--- config.mk ---
export PLATFORM = sky130hd
export DESIGN_NAME = tt_lut_seq
export DESIGN_NICKNAME = d
export VERILOG_FILES = /design/src/rtl/tt_lut_pkg.sv /design/src/rtl/tt_out_reg.sv /design/src/rtl/tt_lut_seq.sv
export SDC_FILE = /design/constraint.sdc
export NUM_CORES = 1
export LEC_CHECK = 0
export ABC_CLOCK_PERIOD_IN_PS = 1530
export CORE_UTILIZATION = 45
export CTS_CLUSTER_SIZE = 10
export DETAILED_ROUTE_END_ITERATION = 16
export PLACE_DENSITY = 0.74
export REMOVE_ABC_BUFFERS = 1
export SLEW_MARGIN = 15
export SYNTH_ARGS = -nofsm -noshare
export SYNTH_HDL_FRONTEND = slang
export SYNTH_HIERARCHICAL = 1
export SYNTH_SLANG_ARGS = --single-unit
--- constraint.sdc ---
create_clock -name clk -period 1.53 [get_ports clk]
set_input_delay 0.459 -clock clk [delete_from_list [all_inputs] [get_ports clk]]
set_output_delay 0.459 -clock clk [all_outputs]
set_load 0.02 [all_outputs]
--- src/rtl/tt_lut_pkg.sv ---
// Shared types and helpers for the programmable truth-table evaluator.
package tt_lut_pkg;

  typedef enum logic [0:0] {StIdle, StSweep} state_e;

  localparam int unsigned MaxOut   = 32;
  localparam int unsigned MaxInitW = 64 * MaxOut;

  function automatic int unsigned rows(input int unsigned n);
    return 32'd1 << n;
  endfunction

  // Row 0 sits in the most-significant slice of the init vector.
  function automatic logic [MaxOut-1:0] tt_row(input logic [MaxInitW-1:0] init,
                                               input int unsigned r,
                                               input int unsigned n_out,
                                               input int unsigned n_rows);
    logic [MaxInitW-1:0] sh;
    logic [MaxOut-1:0]   res;
    sh  = init >> ((n_rows - 1 - r) * n_out);
    res = '0;
    for (int unsigned b = 0; b < MaxOut; b++) begin
      if (b < n_out) res[b] = sh[b];
    end
    return res;
  endfunction

endpackage

--- src/rtl/tt_out_reg.sv ---
// Output holding register with valid/ready handshake; loads when empty or draining.
module tt_out_reg #(
  parameter int unsigned BitsW = 1,
  parameter int unsigned RowW  = 3
) (
  input  logic             clk_i,
  input  logic             rst_ni,
  input  logic             load_i,
  input  logic [BitsW-1:0] bits_i,
  input  logic [RowW-1:0]  row_i,
  input  logic             last_i,
  input  logic             ready_i,
  output logic             load_ok_o,
  output logic             valid_o,
  output logic [BitsW-1:0] bits_o,
  output logic [RowW-1:0]  row_o,
  output logic             last_o
);

  logic             valid_q, valid_d;
  logic [BitsW-1:0] bits_q, bits_d;
  logic [RowW-1:0]  row_q, row_d;
  logic             last_q, last_d;

  assign load_ok_o = !valid_q || ready_i;

  always_comb begin
    valid_d = valid_q;
    bits_d  = bits_q;
    row_d   = row_q;
    last_d  = last_q;
    if (load_i && load_ok_o) begin
      valid_d = 1'b1;
      bits_d  = bits_i;
      row_d   = row_i;
      last_d  = last_i;
    end else if (ready_i) begin
      valid_d = 1'b0;
    end
  end

  always_ff @(posedge clk_i or negedge rst_ni) begin
    if (!rst_ni) begin
      valid_q <= 1'b0;
      bits_q  <= '0;
      row_q   <= '0;
      last_q  <= 1'b0;
    end else begin
      valid_q <= valid_d;
      bits_q  <= bits_d;
      row_q   <= row_d;
      last_q  <= last_d;
    end
  end

  assign valid_o = valid_q;
  assign bits_o  = bits_q;
  assign row_o   = row_q;
  assign last_o  = last_q;

endmodule

--- src/rtl/tt_lut_seq.sv ---
// Programmable N_IN-input truth table with handshaked evaluation and a self-driven row sweep.
module tt_lut_seq
  import tt_lut_pkg::*;
#(
  parameter int unsigned                N_IN    = 3,
  parameter int unsigned                N_OUT   = 1,
  parameter logic [N_OUT*(1<<N_IN)-1:0] TT_INIT = 8'h22
) (
  input  logic             clk,
  input  logic             rst_n,
  input  logic             in_valid,
  output logic             in_ready,
  input  logic [N_IN-1:0]  in_bits,
  output logic             out_valid,
  input  logic             out_ready,
  output logic [N_OUT-1:0] out_bits,
  output logic [N_IN-1:0]  out_row,
  output logic             out_last,
  input  logic             cfg_valid,
  output logic             cfg_ready,
  input  logic [N_IN-1:0]  cfg_addr,
  input  logic [N_OUT-1:0] cfg_data,
  input  logic             sweep_start,
  output logic             busy
);

  localparam int unsigned ROWS = rows(N_IN);
  localparam int unsigned CntW = N_IN + 1;

  logic [N_OUT-1:0] table_q [ROWS];
  logic             cfg_we;

  state_e           state_q, state_d;
  logic [CntW-1:0]  cnt_q, cnt_d;
  logic             load_ok, load;
  logic [N_OUT-1:0] ld_bits;
  logic [N_IN-1:0]  ld_row;
  logic             ld_last;

  assign cfg_we = cfg_valid && cfg_ready;

  for (genvar r = 0; r < ROWS; r++) begin : g_row
    localparam logic [MaxOut-1:0] InitRow = tt_row(MaxInitW'(TT_INIT), r, N_OUT, ROWS);
    logic [N_OUT-1:0] row_q, row_d;

    assign row_d = (cfg_we && cfg_addr == N_IN'(r)) ? cfg_data : row_q;

    always_ff @(posedge clk or negedge rst_n) begin
      if (!rst_n) row_q <= InitRow[N_OUT-1:0];
      else        row_q <= row_d;
    end

    assign table_q[r] = row_q;
  end

  always_comb begin
    state_d   = state_q;
    cnt_d     = cnt_q;
    in_ready  = 1'b0;
    cfg_ready = 1'b0;
    busy      = 1'b0;
    load      = 1'b0;
    ld_bits   = '0;
    ld_row    = '0;
    ld_last   = 1'b0;
    unique case (state_q)
      StIdle: begin
        in_ready  = load_ok;
        cfg_ready = 1'b1;
        // Reads use the pre-write table, so a same-cycle write is seen next cycle.
        if (in_valid && load_ok) begin
          load    = 1'b1;
          ld_bits = table_q[in_bits];
          ld_row  = in_bits;
        end else if (sweep_start) begin
          state_d = StSweep;
          cnt_d   = '0;
        end
      end
      StSweep: begin
        busy = 1'b1;
        if (load_ok) begin
          load    = 1'b1;
          ld_bits = table_q[cnt_q[N_IN-1:0]];
          ld_row  = cnt_q[N_IN-1:0];
          ld_last = (cnt_q == CntW'(ROWS - 1));
          cnt_d   = cnt_q + 1'b1;
          if (ld_last) state_d = StIdle;
        end
      end
      default: state_d = StIdle;
    endcase
  end

  always_ff @(posedge clk or negedge rst_n) begin
    if (!rst_n) begin
      state_q <= StIdle;
      cnt_q   <= '0;
    end else begin
      state_q <= state_d;
      cnt_q   <= cnt_d;
    end
  end

  tt_out_reg #(
    .BitsW (N_OUT),
    .RowW  (N_IN)
  ) u_out_reg (
    .clk_i     (clk),
    .rst_ni    (rst_n),
    .load_i    (load),
    .bits_i    (ld_bits),
    .row_i     (ld_row),
    .last_i    (ld_last),
    .ready_i   (out_ready),
    .load_ok_o (load_ok),
    .valid_o   (out_valid),
    .bits_o    (out_bits),
    .row_o     (out_row),
    .last_o    (out_last)
  );

endmodule

==> impl_results.md <==
- Status: complete, but fails checks
- Failing checks: negative setup slack
- Delay-heaviest family, CP: flip-flops
- Synth area leaders: dfrtp_1, mux2_2, mux2_4
- Post-synthesis share of cell area spent on full adders, half adders and majority gates: 1.12%
- Yosys Warn Count: 6
- Root Buffer: clkbuf_4
- Vias in the first global route: around 950
- CP max-delay cell: dfrtp_2
- Clk sinks: 19
- HPWL after DPL: 1880 um
- First-pass GRT wire length: 4490 um
- Sequential area share after synthesis: a little over two fifths
- Clk_lat worst skew: 0.30 ns
- Largest net degree at the start of global routing: 20
- Tightest Pin Transition: between 0.3 and 0.4 ns
- Die X: 51.9 um
- Pwr/cell area: 1550 mW/mm2
- 1st-pass router iterations: 4
- Data required, critical path: about 1.1 ns
- Crit. path cell count: 3
- Util after Layout: 69.3%
- Area Overhead vs Synth: 40.7%
- FP Rows: 17
- Layout fillers: around 190
- # IOs: 22
- Clock skew: about 0.0063 ns
- CTS clk-pin slew, worst paths: approximately 0.11 ns
- Die footprint: 0.00269 mm2
- Rel. slew slack: 76.1%
- Die Height: 51.9 um
- TritonCTS clock tree: done
- Setup TNS Final: -0.103 ns
- Routed WL: 2570 um
- Core area: approximately 0.0023 mm2
- # DRC: 0
- Area occupied by multi-input gates: 647 um2
- RSZ-0062 raised after global routing: true
- Initial antenna violation count: 0
- Most common cell after layout, fill and taps aside: buf_4
- DRT iter0 DRCs: 11
- Global route total overflow: 0
- N_diodes: 0
- Critical-path maximum fanout: 4
- Crit end category: output pin
- Leakage power: 0.000763 uW
- Arr. time, crit path: 1.13 ns
- Largest family of logic cells by synthesized area: multiplexers
- Final slew viol count: 0
- Worst slack, placed: -0.797 ns
- Synth Area in Compound Gates: under 10%
- Mux cell area share after synthesis: 22.3%
- Final WS setup: -0.0627 ns
- Initial Util: 49.3%
- Number of max-cap violations: 0
- Nets: approximately 160
- Yosys top cell by area: dfrtp_1
- Via density per instance: 5.39
- Max frequency: 628 MHz
- Bufs and invs on worst path: 2
- Distinct cells, synth: 35
- WL/cell: 14.8 um
- GPL Wtd Cong: approximately 0.73
- Post-synth top area share: between 30% and 40%
- CTS HTree Levels: 1
- Synthesized instance count: 101
- Setup crit start kind: register
- Yosys reg bits: 19
- Seq. cell area: 479 um2
- Fraction of synthesized cell area in xor and xnor cells: 1.56%
- Post-Synthesis Cell Area: between 0.001 and 0.0015 mm2
- Syn_area_per_cell: 11.1 um2
- Setup Crit Path Kind: reg2out
- Vias: ~940
- Layout cell share with drive strength beyond 1: 39.7%
- Total track usage: 23.1%
- Antenna viol nets, final: 0
- CP Cell Sequence: buf_6 > nor2b_4 > buf_6
- Final setup vio count: 2
- PortBufs: 21
- Post-Synth Simple-Gate Area: 21.2%
- Most frequent CP cell: buf_6
- Worst R2R Path Depth: 4
- Slowest stage delay, CP: around 0.45 ns
- Maximum vdd drop: approximately 1.2 mV
- CTS Buf Count: 3
- Commonest non-fill, non-tap cells in the layout: buf_4, dfrtp_1, nand2_1, mux2_2, clkdlybuf4s50_1
- Final Critical Period: 1.59 ns
- Endpoints failing hold: 0
- Clk buf depth: 2
- Worst min path class: in2async
- Hold_buf cts: 0
- Final worst path period share: 104%
worst paths after layout:
path	from	end	slack (ns)
worst max-delay path	state_q	in_ready	-0.06
max in group asynchronous	rst_n	g_row[6].row_q	0.77
worst min register to register	u_out_reg/row_o[1]	u_out_reg/row_o[1]	0.52
worst max register to register	g_row[7].row_q	u_out_reg/bits_o	-0.04
worst min-delay path	rst_n	u_out_reg/last_o	0.48
min in group clk	u_out_reg/row_o[1]	u_out_reg/row_o[1]	0.52
worst reg2reg max path: stages, from the launching register on:
cell       delay, ns
dfrtp_1         0.42
mux4_2          0.49
o2111ai_2       0.19
o31ai_1         0.10
mux2_4          0.27
cells in the mapped netlist, drive strengths merged:
| cell type | instances |
|---|---|
| ha | 1 |
| dfrtp | 17 |
| buf | 2 |
| nand2 | 13 |
| mux2i | 4 |
| dfstp | 2 |
| o31ai | 1 |
| nor3 | 1 |
| a21oi | 2 |
| o2111ai | 1 |
| nand2b | 1 |
| nand4 | 1 |
| mux4 | 2 |
| clkbuf | 1 |
| nor3b | 3 |
| xor2 | 1 |
| nor2b | 6 |
| o21ai | 5 |
| and4b | 1 |
| a2111oi | 1 |
| nand3b | 3 |
| and2 | 2 |
| mux2 | 13 |
| xnor2 | 1 |
| o21a | 1 |
| a22oi | 2 |
| nand3 | 4 |
| or2b | 1 |
| inv | 2 |
| nor2 | 5 |
| a31o | 1 |
cell families after synthesis:
kind of cell	Yosys count
adder cells (fa/ha/maj)	1
AO/OA/AOI/OAI	14
buffers and inverters	5
multiplexers	19
XOR/XNOR	2
AND/OR/NAND/NOR	41
flip-flops	19
stage by stage:
step                      hold slack [ns]  total power, uW  instances  instance area, um2
after floorplan                     0.163             1600         98                1100
after global placement              0.495             2070        162                1460
after detailed placement            0.504             2120        162                1460
after CTS                           0.485             2410        172                1540
after global routing                0.486             2620        174                1580
final                               0.482             2450        174                1580
sequential cells by signal (all words and copies together), names as in the netlist:
| signal | flops |
|---|---|
| state_q | 1 |
| u_out_reg/bits_o | 1 |
| cnt_q | 4 |
| g_row.row_q | 8 |
| u_out_reg/last_o | 1 |
| u_out_reg/row_o | 3 |
| u_out_reg/valid_o | 1 |
metal layers:
layer / vias up / track usage, % / wire length (um)
li1: 455 / - / -
met1: 463 / 27.3 / 1140
met2: 18 / 41.2 / 1330
met3: 2 / 5.26 / 84
met4: 0 / 6.76 / 14
met5: - / 0 / 0
where the power goes:
| group | internal, uW | total (uW) | switching (uW) |
|---|---|---|---|
| clock | 101 | 255 | 154 |
| sequential | 696 | 850 | 153 |
| combinational | 746 | 1340 | 595 |
area by class of cell:
class | count | share of cell area (%)
flip-flops and latches | 19 | 30.4
well taps | 28 | 2.22
multi-input cells | 77 | 41.0
repair buffers | 44 | 24.3
clock buffers | 4 | 1.67
inverters | 2 | 0.476
repair_timing:
action                     in CTS  in global routing
setup endpoints to repair      16                 14
pin swaps                       1                  2
buffers inserted                6                  2
cloned                          0                  0
gates resized for setup        31                  8
No activity file was read; power rests on OpenSTA's default activity.
